**src/rtl/io_word_bridge_if.sv**
```systemverilog
// Pad/core streaming bundle for io_word_bridge: inbound pad beats, inbound/outbound core words,
// outbound pad beats, plus flush/error-clear controls and sticky error flags.
interface io_word_bridge_if #(
    parameter int PAD_W = 11,
    parameter int BEATS = 5
);
    localparam int WORD_W = PAD_W * BEATS;

    logic              flush;
    logic              err_clr;
    logic              in_pad_wenq;
    logic [PAD_W-1:0]  in_pad_wdata;
    logic              in_pad_wfull_n;
    logic              in_word_valid;
    logic [WORD_W-1:0] in_word_data;
    logic              in_word_ready;
    logic              out_word_valid;
    logic [WORD_W-1:0] out_word_data;
    logic              out_word_ready;
    logic              out_pad_deq;
    logic [PAD_W-1:0]  out_pad_rdata;
    logic              out_pad_rempty_n;
    logic              err_overflow;
    logic              err_underflow;

    modport slave (
        input  flush, err_clr, in_pad_wenq, in_pad_wdata, in_word_ready,
               out_word_valid, out_word_data, out_pad_deq,
        output in_pad_wfull_n, in_word_valid, in_word_data, out_word_ready,
               out_pad_rdata, out_pad_rempty_n, err_overflow, err_underflow
    );

    modport master (
        output flush, err_clr, in_pad_wenq, in_pad_wdata, in_word_ready,
               out_word_valid, out_word_data, out_pad_deq,
        input  in_pad_wfull_n, in_word_valid, in_word_data, out_word_ready,
               out_pad_rdata, out_pad_rempty_n, err_overflow, err_underflow
    );
endinterface

```
**src/rtl/io_word_bridge.sv**
```systemverilog
// Generic word FIFO with synchronous clear; head reads 0 when empty.
// Latency: push visible at head one cycle later.
// Backpressure: push when full and pop when empty are ignored.
module io_word_bridge_fifo #(
    parameter int W     = 8,
    parameter int DEPTH = 4
) (
    input  logic                    clk,
    input  logic                    rst_n,
    input  logic                    clr,
    input  logic                    push,
    input  logic [W-1:0]            push_dat,
    input  logic                    pop,
    output logic [W-1:0]            head_dat,
    output logic [$clog2(DEPTH):0]  count
);
    localparam int AW = $clog2(DEPTH);

    logic [W-1:0]  mem [DEPTH];
    logic [AW-1:0] wr_ptr;
    logic [AW-1:0] rd_ptr;
    logic          do_push;
    logic          do_pop;

    assign do_push  = push && (count != (AW+1)'(DEPTH));
    assign do_pop   = pop && (count != '0);
    assign head_dat = (count != '0) ? mem[rd_ptr] : '0;

    always_ff @(posedge clk or negedge rst_n) begin
        if (!rst_n) begin
            wr_ptr <= '0;
            rd_ptr <= '0;
            count  <= '0;
        end else if (clr) begin
            wr_ptr <= '0;
            rd_ptr <= '0;
            count  <= '0;
        end else begin
            if (do_push) wr_ptr <= wr_ptr + AW'(1);
            if (do_pop)  rd_ptr <= rd_ptr + AW'(1);
            if (do_push && !do_pop)      count <= count + (AW+1)'(1);
            else if (!do_push && do_pop) count <= count - (AW+1)'(1);
        end
    end

    always_ff @(posedge clk) begin
        if (do_push) mem[wr_ptr] <= push_dat;
    end
endmodule

// Pad-to-core bridge: packs BEATS inbound pad beats per word, unpacks outbound words to beats.
// Latency: last inbound beat -> in_word_valid 1 cycle; outbound push -> out_pad_rempty_n 1 cycle.
// Backpressure: wfull_n drops only on a final beat into a full FIFO; out_word_ready = FIFO not full.
module io_word_bridge #(
    parameter int PAD_W     = 11,
    parameter int BEATS     = 5,
    parameter int DEPTH     = 4,
    parameter int LSB_FIRST = 1
) (
    input  logic            clk,
    input  logic            rst_n,
    io_word_bridge_if.slave bus
);
    localparam int WORD_W = PAD_W * BEATS;
    localparam int CW     = (BEATS > 1) ? $clog2(BEATS) : 1;
    localparam int NW     = $clog2(DEPTH) + 1;
    localparam logic [CW-1:0] LAST = CW'(BEATS - 1);

    logic [CW-1:0]     ib_cnt;
    logic [CW-1:0]     ob_cnt;
    logic [WORD_W-1:0] ib_word;
    logic [WORD_W-1:0] ib_next;
    logic [WORD_W-1:0] out_head;
    logic [NW-1:0]     in_count;
    logic [NW-1:0]     out_count;
    logic [PAD_W-1:0]  ob_beat;
    logic              ib_acc;
    logic              ib_done;
    logic              ob_acc;
    logic              ob_done;
    logic              err_ovf_q;
    logic              err_udf_q;

    // Beat counter to word-slice index; MSB-first order just mirrors the index.
    function automatic logic [CW-1:0] slot(input logic [CW-1:0] c);
        return (LSB_FIRST != 0) ? c : LAST - c;
    endfunction

    assign bus.in_pad_wfull_n = (in_count < NW'(DEPTH)) || (ib_cnt != LAST);
    assign ib_acc  = bus.in_pad_wenq && bus.in_pad_wfull_n;
    assign ib_done = ib_acc && (ib_cnt == LAST);

    always_comb begin
        ib_next = ib_word;
        for (int b = 0; b < BEATS; b++) begin
            if (slot(ib_cnt) == CW'(b)) ib_next[b*PAD_W +: PAD_W] = bus.in_pad_wdata;
        end
    end

    always_ff @(posedge clk or negedge rst_n) begin
        if (!rst_n) begin
            ib_cnt  <= '0;
            ib_word <= '0;
        end else if (bus.flush) begin
            ib_cnt  <= '0;
            ib_word <= '0;
        end else if (ib_acc) begin
            ib_cnt  <= ib_done ? '0 : ib_cnt + CW'(1);
            ib_word <= ib_done ? '0 : ib_next;
        end
    end

    io_word_bridge_fifo #(.W(WORD_W), .DEPTH(DEPTH)) u_in_fifo (
        .clk      (clk),
        .rst_n    (rst_n),
        .clr      (bus.flush),
        .push     (ib_done),
        .push_dat (ib_next),
        .pop      (bus.in_word_ready),
        .head_dat (bus.in_word_data),
        .count    (in_count)
    );

    assign bus.in_word_valid = (in_count != '0);

    io_word_bridge_fifo #(.W(WORD_W), .DEPTH(DEPTH)) u_out_fifo (
        .clk      (clk),
        .rst_n    (rst_n),
        .clr      (bus.flush),
        .push     (bus.out_word_valid),
        .push_dat (bus.out_word_data),
        .pop      (ob_done),
        .head_dat (out_head),
        .count    (out_count)
    );

    assign bus.out_word_ready   = (out_count < NW'(DEPTH));
    assign bus.out_pad_rempty_n = (out_count != '0);
    assign ob_acc  = bus.out_pad_deq && bus.out_pad_rempty_n;
    assign ob_done = ob_acc && (ob_cnt == LAST);

    // Head is already zero when empty, so the selected beat is too.
    always_comb begin
        ob_beat = '0;
        for (int b = 0; b < BEATS; b++) begin
            if (slot(ob_cnt) == CW'(b)) ob_beat = out_head[b*PAD_W +: PAD_W];
        end
    end

    assign bus.out_pad_rdata = ob_beat;

    always_ff @(posedge clk or negedge rst_n) begin
        if (!rst_n) begin
            ob_cnt <= '0;
        end else if (bus.flush) begin
            ob_cnt <= '0;
        end else if (ob_acc) begin
            ob_cnt <= ob_done ? '0 : ob_cnt + CW'(1);
        end
    end

    // A fresh error in the clearing cycle keeps the flag set.
    always_ff @(posedge clk or negedge rst_n) begin
        if (!rst_n) begin
            err_ovf_q <= 1'b0;
            err_udf_q <= 1'b0;
        end else begin
            err_ovf_q <= (bus.in_pad_wenq && !bus.in_pad_wfull_n) || (err_ovf_q && !bus.err_clr);
            err_udf_q <= (bus.out_pad_deq && !bus.out_pad_rempty_n) || (err_udf_q && !bus.err_clr);
        end
    end

    assign bus.err_overflow  = err_ovf_q;
    assign bus.err_underflow = err_udf_q;
endmodule

```
**src/flat_wrapper.sv**
```systemverilog
// flat-port wrapper written by rule: the top's interface ports become plain ports
module io_word_bridge_flat 
#(
    parameter int PAD_W     = 11,
    parameter int BEATS     = 5,
    parameter int DEPTH     = 4,
    parameter int LSB_FIRST = 1
)
  (clk, rst_n, bus_flush, bus_err_clr, bus_in_pad_wenq, bus_in_pad_wdata, bus_in_word_ready, bus_out_word_valid, bus_out_word_data, bus_out_pad_deq, bus_in_pad_wfull_n, bus_in_word_valid, bus_in_word_data, bus_out_word_ready, bus_out_pad_rdata, bus_out_pad_rempty_n, bus_err_overflow, bus_err_underflow);
  io_word_bridge_if #(.PAD_W(PAD_W), .BEATS(BEATS)) bus_i ();
  input  logic clk;
  input  logic rst_n;
  input wire logic [$bits(bus_i.flush)-1:0] bus_flush;
  input wire logic [$bits(bus_i.err_clr)-1:0] bus_err_clr;
  input wire logic [$bits(bus_i.in_pad_wenq)-1:0] bus_in_pad_wenq;
  input wire logic [$bits(bus_i.in_pad_wdata)-1:0] bus_in_pad_wdata;
  input wire logic [$bits(bus_i.in_word_ready)-1:0] bus_in_word_ready;
  input wire logic [$bits(bus_i.out_word_valid)-1:0] bus_out_word_valid;
  input wire logic [$bits(bus_i.out_word_data)-1:0] bus_out_word_data;
  input wire logic [$bits(bus_i.out_pad_deq)-1:0] bus_out_pad_deq;
  output wire logic [$bits(bus_i.in_pad_wfull_n)-1:0] bus_in_pad_wfull_n;
  output wire logic [$bits(bus_i.in_word_valid)-1:0] bus_in_word_valid;
  output wire logic [$bits(bus_i.in_word_data)-1:0] bus_in_word_data;
  output wire logic [$bits(bus_i.out_word_ready)-1:0] bus_out_word_ready;
  output wire logic [$bits(bus_i.out_pad_rdata)-1:0] bus_out_pad_rdata;
  output wire logic [$bits(bus_i.out_pad_rempty_n)-1:0] bus_out_pad_rempty_n;
  output wire logic [$bits(bus_i.err_overflow)-1:0] bus_err_overflow;
  output wire logic [$bits(bus_i.err_underflow)-1:0] bus_err_underflow;
  assign bus_i.flush = bus_flush;
  assign bus_i.err_clr = bus_err_clr;
  assign bus_i.in_pad_wenq = bus_in_pad_wenq;
  assign bus_i.in_pad_wdata = bus_in_pad_wdata;
  assign bus_i.in_word_ready = bus_in_word_ready;
  assign bus_i.out_word_valid = bus_out_word_valid;
  assign bus_i.out_word_data = bus_out_word_data;
  assign bus_i.out_pad_deq = bus_out_pad_deq;
  assign bus_in_pad_wfull_n = bus_i.in_pad_wfull_n;
  assign bus_in_word_valid = bus_i.in_word_valid;
  assign bus_in_word_data = bus_i.in_word_data;
  assign bus_out_word_ready = bus_i.out_word_ready;
  assign bus_out_pad_rdata = bus_i.out_pad_rdata;
  assign bus_out_pad_rempty_n = bus_i.out_pad_rempty_n;
  assign bus_err_overflow = bus_i.err_overflow;
  assign bus_err_underflow = bus_i.err_underflow;
  io_word_bridge #(.PAD_W(PAD_W), .BEATS(BEATS), .DEPTH(DEPTH), .LSB_FIRST(LSB_FIRST)) u_core (.clk(clk), .rst_n(rst_n), .bus(bus_i));
endmodule
```
**config.mk**
```make
export PLATFORM = sky130hd
export DESIGN_NAME = io_word_bridge_flat
export DESIGN_NICKNAME = d
export VERILOG_FILES = /design/src/rtl/io_word_bridge_if.sv /design/src/rtl/io_word_bridge.sv /design/src/flat_wrapper.sv
export SDC_FILE = /design/constraint.sdc
export NUM_CORES = 1
export LEC_CHECK = 0
export CORE_ASPECT_RATIO = 1.2
export CORE_UTILIZATION = 40
export CTS_CLUSTER_SIZE = 24
export DETAILED_ROUTE_END_ITERATION = 8
export SYNTH_ARGS = -nofsm -noshare
export SYNTH_HDL_FRONTEND = slang
export SYNTH_SLANG_ARGS = --single-unit
```
**constraint.sdc**
```tcl
create_clock -name clk -period 3.7 [get_ports clk]
set_clock_uncertainty 0.1 [all_clocks]
set_input_delay 0.74 -clock clk [delete_from_list [all_inputs] [get_ports clk]]
set_output_delay 0.74 -clock clk [all_outputs]
set_load 0.01 [all_outputs]
```
After elaboration in Yosys (flattened, before gate mapping)
Memory sizes are Yosys's and may differ from the RTL's. Index checks and enable logic that the tools add are counted.

Flip-flop bits (word level): 77. Logic and storage cells: 113. RAM bits: 440. Output and inout bits: 72. Memories: 2.

Memories: u_core.u_in_fifo.mem (depth 4, bits a word 55, read ports 1, clocked after Yosys merged registers in 0, write ports 1, line io_word_bridge.sv:19) `logic [W-1:0] mem [DEPTH];`; u_core.u_out_fifo.mem (depth 4, bits a word 55, read ports 1, clocked after Yosys merged registers in 0, write ports 1, line io_word_bridge.sv:19).

Reductions and logical operators: 38. Mux-type cells: 39. Equal/unequal tests: 11. $add $sub $neg: 10. $lt $le $gt $ge: 2.

Operators by type and width (count): 2-to-1 mux 55 bit (5); 2-to-1 mux 11 bit (10); 2-to-1 mux 3 bit (12); logical AND 1 bit (16); 2-to-1 mux 2 bit (8); adder 3 x 1 -> 3 bit, second input constant (4); equality test 3 x 2 -> 1 bit, second input constant (4); nonzero test 2 bit (6); nonzero test 3 bit (4); != test 3 bit, second input constant (3); adder 2 x 1 -> 2 bit, second input constant (4); logical NOT 1 bit (7); equality test 3 x 1 -> 1 bit, second input constant (2); equality test 3 bit, second input constant (2); logical NOT 3 bit (2); < comparator 3 bit, second input constant (2); subtractor 3 x 1 -> 3 bit, second input constant (2); 2-to-1 mux 1 bit (4); logical OR 1 bit (3).

Longest topological paths before layout
Depth after elaboration: 10. Gate-level depth with buffers: 10.

Hierarchy
Synthesis repeated with hierarchy kept, for this count alone.

Cell total of the unflattened synthesis: 1224. Area total of the unflattened synthesis: 21710.8 µm².

Modules (own cells, without submodules): io_word_bridge_fifo (cells an instance 409, area each 8866.0 µm², instances 2, seq. area each 6781.5 µm²); io_word_bridge (cells an instance 406, area each 3978.8 µm², instances 1, seq. area each 1576.5 µm²).

Least setup slack after synthesis
OpenSTA, ideal clock, no wires.

Path type: input port to flip-flop. Start point: input port bus_in_pad_wenq. End point: memory u_core.u_in_fifo.mem[0][0] (netlist bit), enable pin. Data arrival time: 2.414 ns. Path buffers: 1. Stages: 3. Required time: 3.181 ns. Path slack: 0.768 ns. Setup time: 0.419 ns. Cells stage by stage: and4b_1 > buf_2 > and2_1.

Cells in the longest elaborated chain, start to end: 5.

Ends and longest elaborated chain: from (decl) (line flat_wrapper.sv:15) `input wire logic [$bits(bus_i.in_pad_wenq)-1:0] bus_in_pad_wenq;`; logical AND 1 bit (line io_word_bridge.sv:90) `assign ib_acc = bus.in_pad_wenq && bus.in_pad_wfull_n;`; logical AND 1 bit (line io_word_bridge.sv:91) `assign ib_done = ib_acc && (ib_cnt == LAST);`; logical AND 1 bit (line io_word_bridge.sv:25) `assign do_push = push && (count != (AW+1)'(DEPTH));`; 2-to-1 mux 1 bit (line io_word_bridge.sv:47) `if (do_push) mem[wr_ptr] <= push_dat;`; 2-to-1 mux 1 bit (not written as such) (line io_word_bridge.sv:47); to (decl) (line io_word_bridge.sv:19).

No other way between the ends.

Final worst setup path
Start point: register u_core.ob_cnt[1]. End point: output port bus_out_pad_rdata[10].

Cells in the longest elaborated chain, start to end: 6. Elaborated cells between the ends (all ways): 10. Those cells by class: 4 x eq/ne; 5 x mux; 1 x reduce/logical.

Ends and longest elaborated chain: from (decl) (line io_word_bridge.sv:70) `logic [CW-1:0] ob_cnt;`; from (signal assigned) (line io_word_bridge.sv:158) `ob_cnt <= ob_done ? '0 : ob_cnt + CW'(1);`; logical NOT 3 bit (line io_word_bridge.sv:146) `if (slot(ob_cnt) == CW'(b)) ob_beat = out_head[b*PAD_W +: PAD_W];`; 2-to-1 mux 11 bit (4 in a row) (line io_word_bridge.sv:146); 2-to-1 mux 11 bit * (line io_word_bridge.sv:146); to (decl) (line flat_wrapper.sv:25) `output wire logic [$bits(bus_i.out_pad_rdata)-1:0] bus_out_pad_rdata;`.

Mark *: on every way between the ends. The rest lies on a longest branch, timed or not.

==> results.md <==
- Die Span X: 210 um
- Max Clk Rate: 281 MHz
- Adder-Cell Fraction of Synth Area: 1.28%
- Top-level port count: 146
- PwrDens: 574 nW/um^2
- Worst Path Required: 2860 ps
- RSZ-0062 raised after global routing: no
- Post-synthesis cell area: 20800 sq um
- Critical path startpoint category: flop
- Post-Synth Simple-Gate Area: 3.67%
- Post-synthesis xor/xnor area fraction: 0.379%
- Largest net degree at the start of global routing: 56
- Synth warn: 0
- Layout area overhead: 20.3%
- DRC Markers: 0
- Fin crit share: 96.0%
- Tot GR Track Use: 17.2%
- Cts bufs inserted: 50
- CP bufs+invs: 4
- Vias in the first global route: 11.1k
- Total core area: 51400 sq um
- Crit Path Class: reg -> out
- CP delay by family, top: buffers and inverters
- Top-area cell type share of the netlist area: 63.5%
- Fin. Hold Viols: 0
- Post-synthesis cell type count: 45
- TritonCTS clock tree: built
- Mux contribution to synthesized area: 14.4%
- Antenna violations before repair: 1
- CTS Buffer Depth: 3
- Critical Path Max Stage Delay: 380 ps
- Post-DP Area: 23300 sq um
- Ant diodes: 0
- Critical path data arrival time: 2710 ps
- Detailed-route via count: 10.6k
- Synth top area cells: edfxtp_1 (64%), mux4_2 (11%), dfrtp_1 (9.3%)
- Crit-path most repeated cell: buf_4
- Design Area, Final: 25000 sq um
- Post-synth EDFFs: 440
- Crit-path cells: inv_1, ha_1, nor4b_4, buf_4, buf_4, a22oi_1, a21o_1, a21oi_4, clkdlybuf4s15_1
- # rows: 91
- HPWL Detailed: 26900 um
- Outcome: finished clean
- Slew HR: 36.3%
- Initial Util: 40.5%
- Slew Viols, Final: 0
- Asr flop ratio synth: 14.9%
- Slowest-stage cell, CP: dfrtp_1
- DR pass1 iterations: 4
- Complex-gate fraction of the synthesized area: 5.08%
- Synthesized instance count: 1103
- Clock tree sinks: 517
- First-pass GRT wire length: 67900 um
- Total grt overflow: 0
- Final Critical Period: 3550 ps
- Root buf cell: clkbuf_16
- Port Buffer Count: 145
- R2r worst-path depth: 9
- Nets: 1370
- VDD IR max: 462 uV
- Final setup fails: 0
- Skew-Pair Late Insertion Delay: 580 ps
- Fillers: 4281
- Worst Max-Slew Pin Slew: 953 ps
- Min-delay worst type: in -> async
- Yosys top cell by area: edfxtp_1
- Share of cells above drive strength 1: 21.7%
- Pleak: 8.36 nW
- Top FF cell, synth: edfxtp_1
- Detailed Route WL: 44600 um
- H-Tree Level Count: 2
- Main combinational cell family by area after synthesis: multiplexers
- Mapped Nets: 1197
- Critical Path End Type: output port
- Routed len/inst: 22.2 um
- Post-synthesis register bit count: 517
- Crit path max fanout: 5
- Die height: 252 um
- Die area: 52900 sq um
- Levels on crit path: 9
- Hold-fix buffers, CTS: 0
- Syn Area/Cell: 18.9 sq um
- Seq/Total Area, Yosys: 72.8%
- Initial DRC Count: 544
- Final ANT Viol Nets: 0
- Vias per inst: 5.27
- Clk slew on worst S/H paths: 70 ps
- Max cap viols: 0
- GP Congestion: 0.718
- Total power: 14.3 mW
==> flip-flops by register name, summed over array words and instances (netlist names), 2 cells and up <==
signal                    count
u_core.u_in_fifo.count        3
u_core.ob_cnt                 3
u_core.ib_cnt                 3
u_core.u_in_fifo.wr_ptr       2
u_core.u_out_fifo.rd_ptr      2
u_core.u_out_fifo.wr_ptr      2
u_core.u_out_fifo.count       3
u_core.u_in_fifo.mem        220
u_core.u_in_fifo.rd_ptr       2
u_core.u_out_fifo.mem       220
u_core.ib_word               55
==> cells in the mapped netlist (2+ instances only) <==
cell	count
clkbuf_1	36
a21oi_1	17
ha_1	18
buf_4	5
nand3_1	5
mux4_2	99
xnor2_1	6
a32o_1	45
nor2b_1	3
o21ai_0	23
o22ai_1	13
nand2_1	32
o31a_1	2
mux2i_1	24
fa_1	2
and2_1	66
a22oi_1	11
buf_6	5
buf_1	2
dfrtp_1	77
edfxtp_1	440
inv_1	31
xor2_1	3
a21o_1	11
buf_8	2
a311oi_1	11
mux2_2	46
nor2_1	33
buf_2	19
==> logic make-up after synthesis <==
family / Yosys count
flip-flops: 517
multiplexers: 170
AND/OR/NAND/NOR: 148
AO/OA/AOI/OAI: 138
buffers and inverters: 101
adder cells (fa/ha/maj): 20
XOR/XNOR: 9
==> metal layers <==
layer  track usage (%)  share of wire [%]
met1              20.9                 39
met5                 0                  0
met3              2.83                5.1
met4              6.05                2.6
met2              30.8                 53
==> per-stage QoR <==
step | instances | utilization (%) | worst slack, ps | setup TNS [ps] | hold WS [ps]
2_1_floorplan | 1103 | - | 768 | 0 | 344
3_3_place_gp | 1913 | 45.3 | 336 | 0 | 367
3_5_place_dp | 1913 | 45.3 | 317 | 0 | 376
4_1_cts | 2013 | 48.7 | -7.05 | -7.59 | 59.9
5_1_grt | 2013 | 48.7 | 10.3 | 0 | 94.8
6_report | 2013 | 48.7 | 147 | 0 | 67.6
==> path summary, 6_finish.rpt <==
path / slack, ps / startpoint / to
worst max-delay path: 150 / u_core.ob_cnt[1]$_DFFE_PN0P_ / bus_out_pad_rdata[10]
worst min-delay path: 70 / rst_n / u_core.ib_word[4]$_DFFE_PN0P_
worst max register to register: 900 / u_core.ob_cnt[0]$_DFFE_PN0P_ / u_core.u_out_fifo.count[2]$_DFFE_PN0P_
worst min register to register: 390 / u_core.ib_word[2]$_DFFE_PN0P_ / u_core.ib_word[2]$_DFFE_PN0P_
max in group asynchronous: 2700 / rst_n / u_core.ib_word[14]$_DFFE_PN0P_
min in group clk: 390 / u_core.ib_word[2]$_DFFE_PN0P_ / u_core.ib_word[2]$_DFFE_PN0P_
==> where the power goes <==
part | total, mW | switching [mW] | internal [mW]
Clock | 5.07 | 2.09 | 2.98
Sequential | 6.65 | 0.0865 | 6.56
Combinational | 2.63 | 1.27 | 1.36
Total | 14.3 | 3.45 | 10.9
==> layout by cell type, fill, tap and decap left out, drive strengths merged, types with 2 or more instances in the layout <==
cell	count
edfxtp	440
clkdlybuf4s50	133
mux4	99
dfrtp	77
clkbuf	76
and2	66
mux2	47
buf	47
a32o	45
nor2	34
nand2	32
inv	32
mux2i	24
o21ai	23
ha	18
a21oi	17
clkinv	14
o22ai	13
a22oi	11
a21o	11
a311oi	11
xnor2	6
dlygate4sd2	6
nand3	5
bufinv	5
nor2b	3
xor2	3
o31a	2
fa	2
o31ai	2
==> layout make-up <==
class                      count  area, sq um  share of cell area (%)
clock inverter                20          224                   0.895
inverter                      31          116                   0.465
timing repair buffer         191         2020                    8.06
tap                          697          872                    3.49
clock buffer                  72         1410                    5.62
multi-input combinational    485         5230                    20.9
sequential                   517        15100                    60.6
==> repair_timing <==
item	CTS	global route
gates resized for setup	21	10
setup buffers	7	0
cloned	1	0
pin swaps	1	1
setup endpoints to repair	12	5
Note: power is estimated with default switching activity, not from simulation.
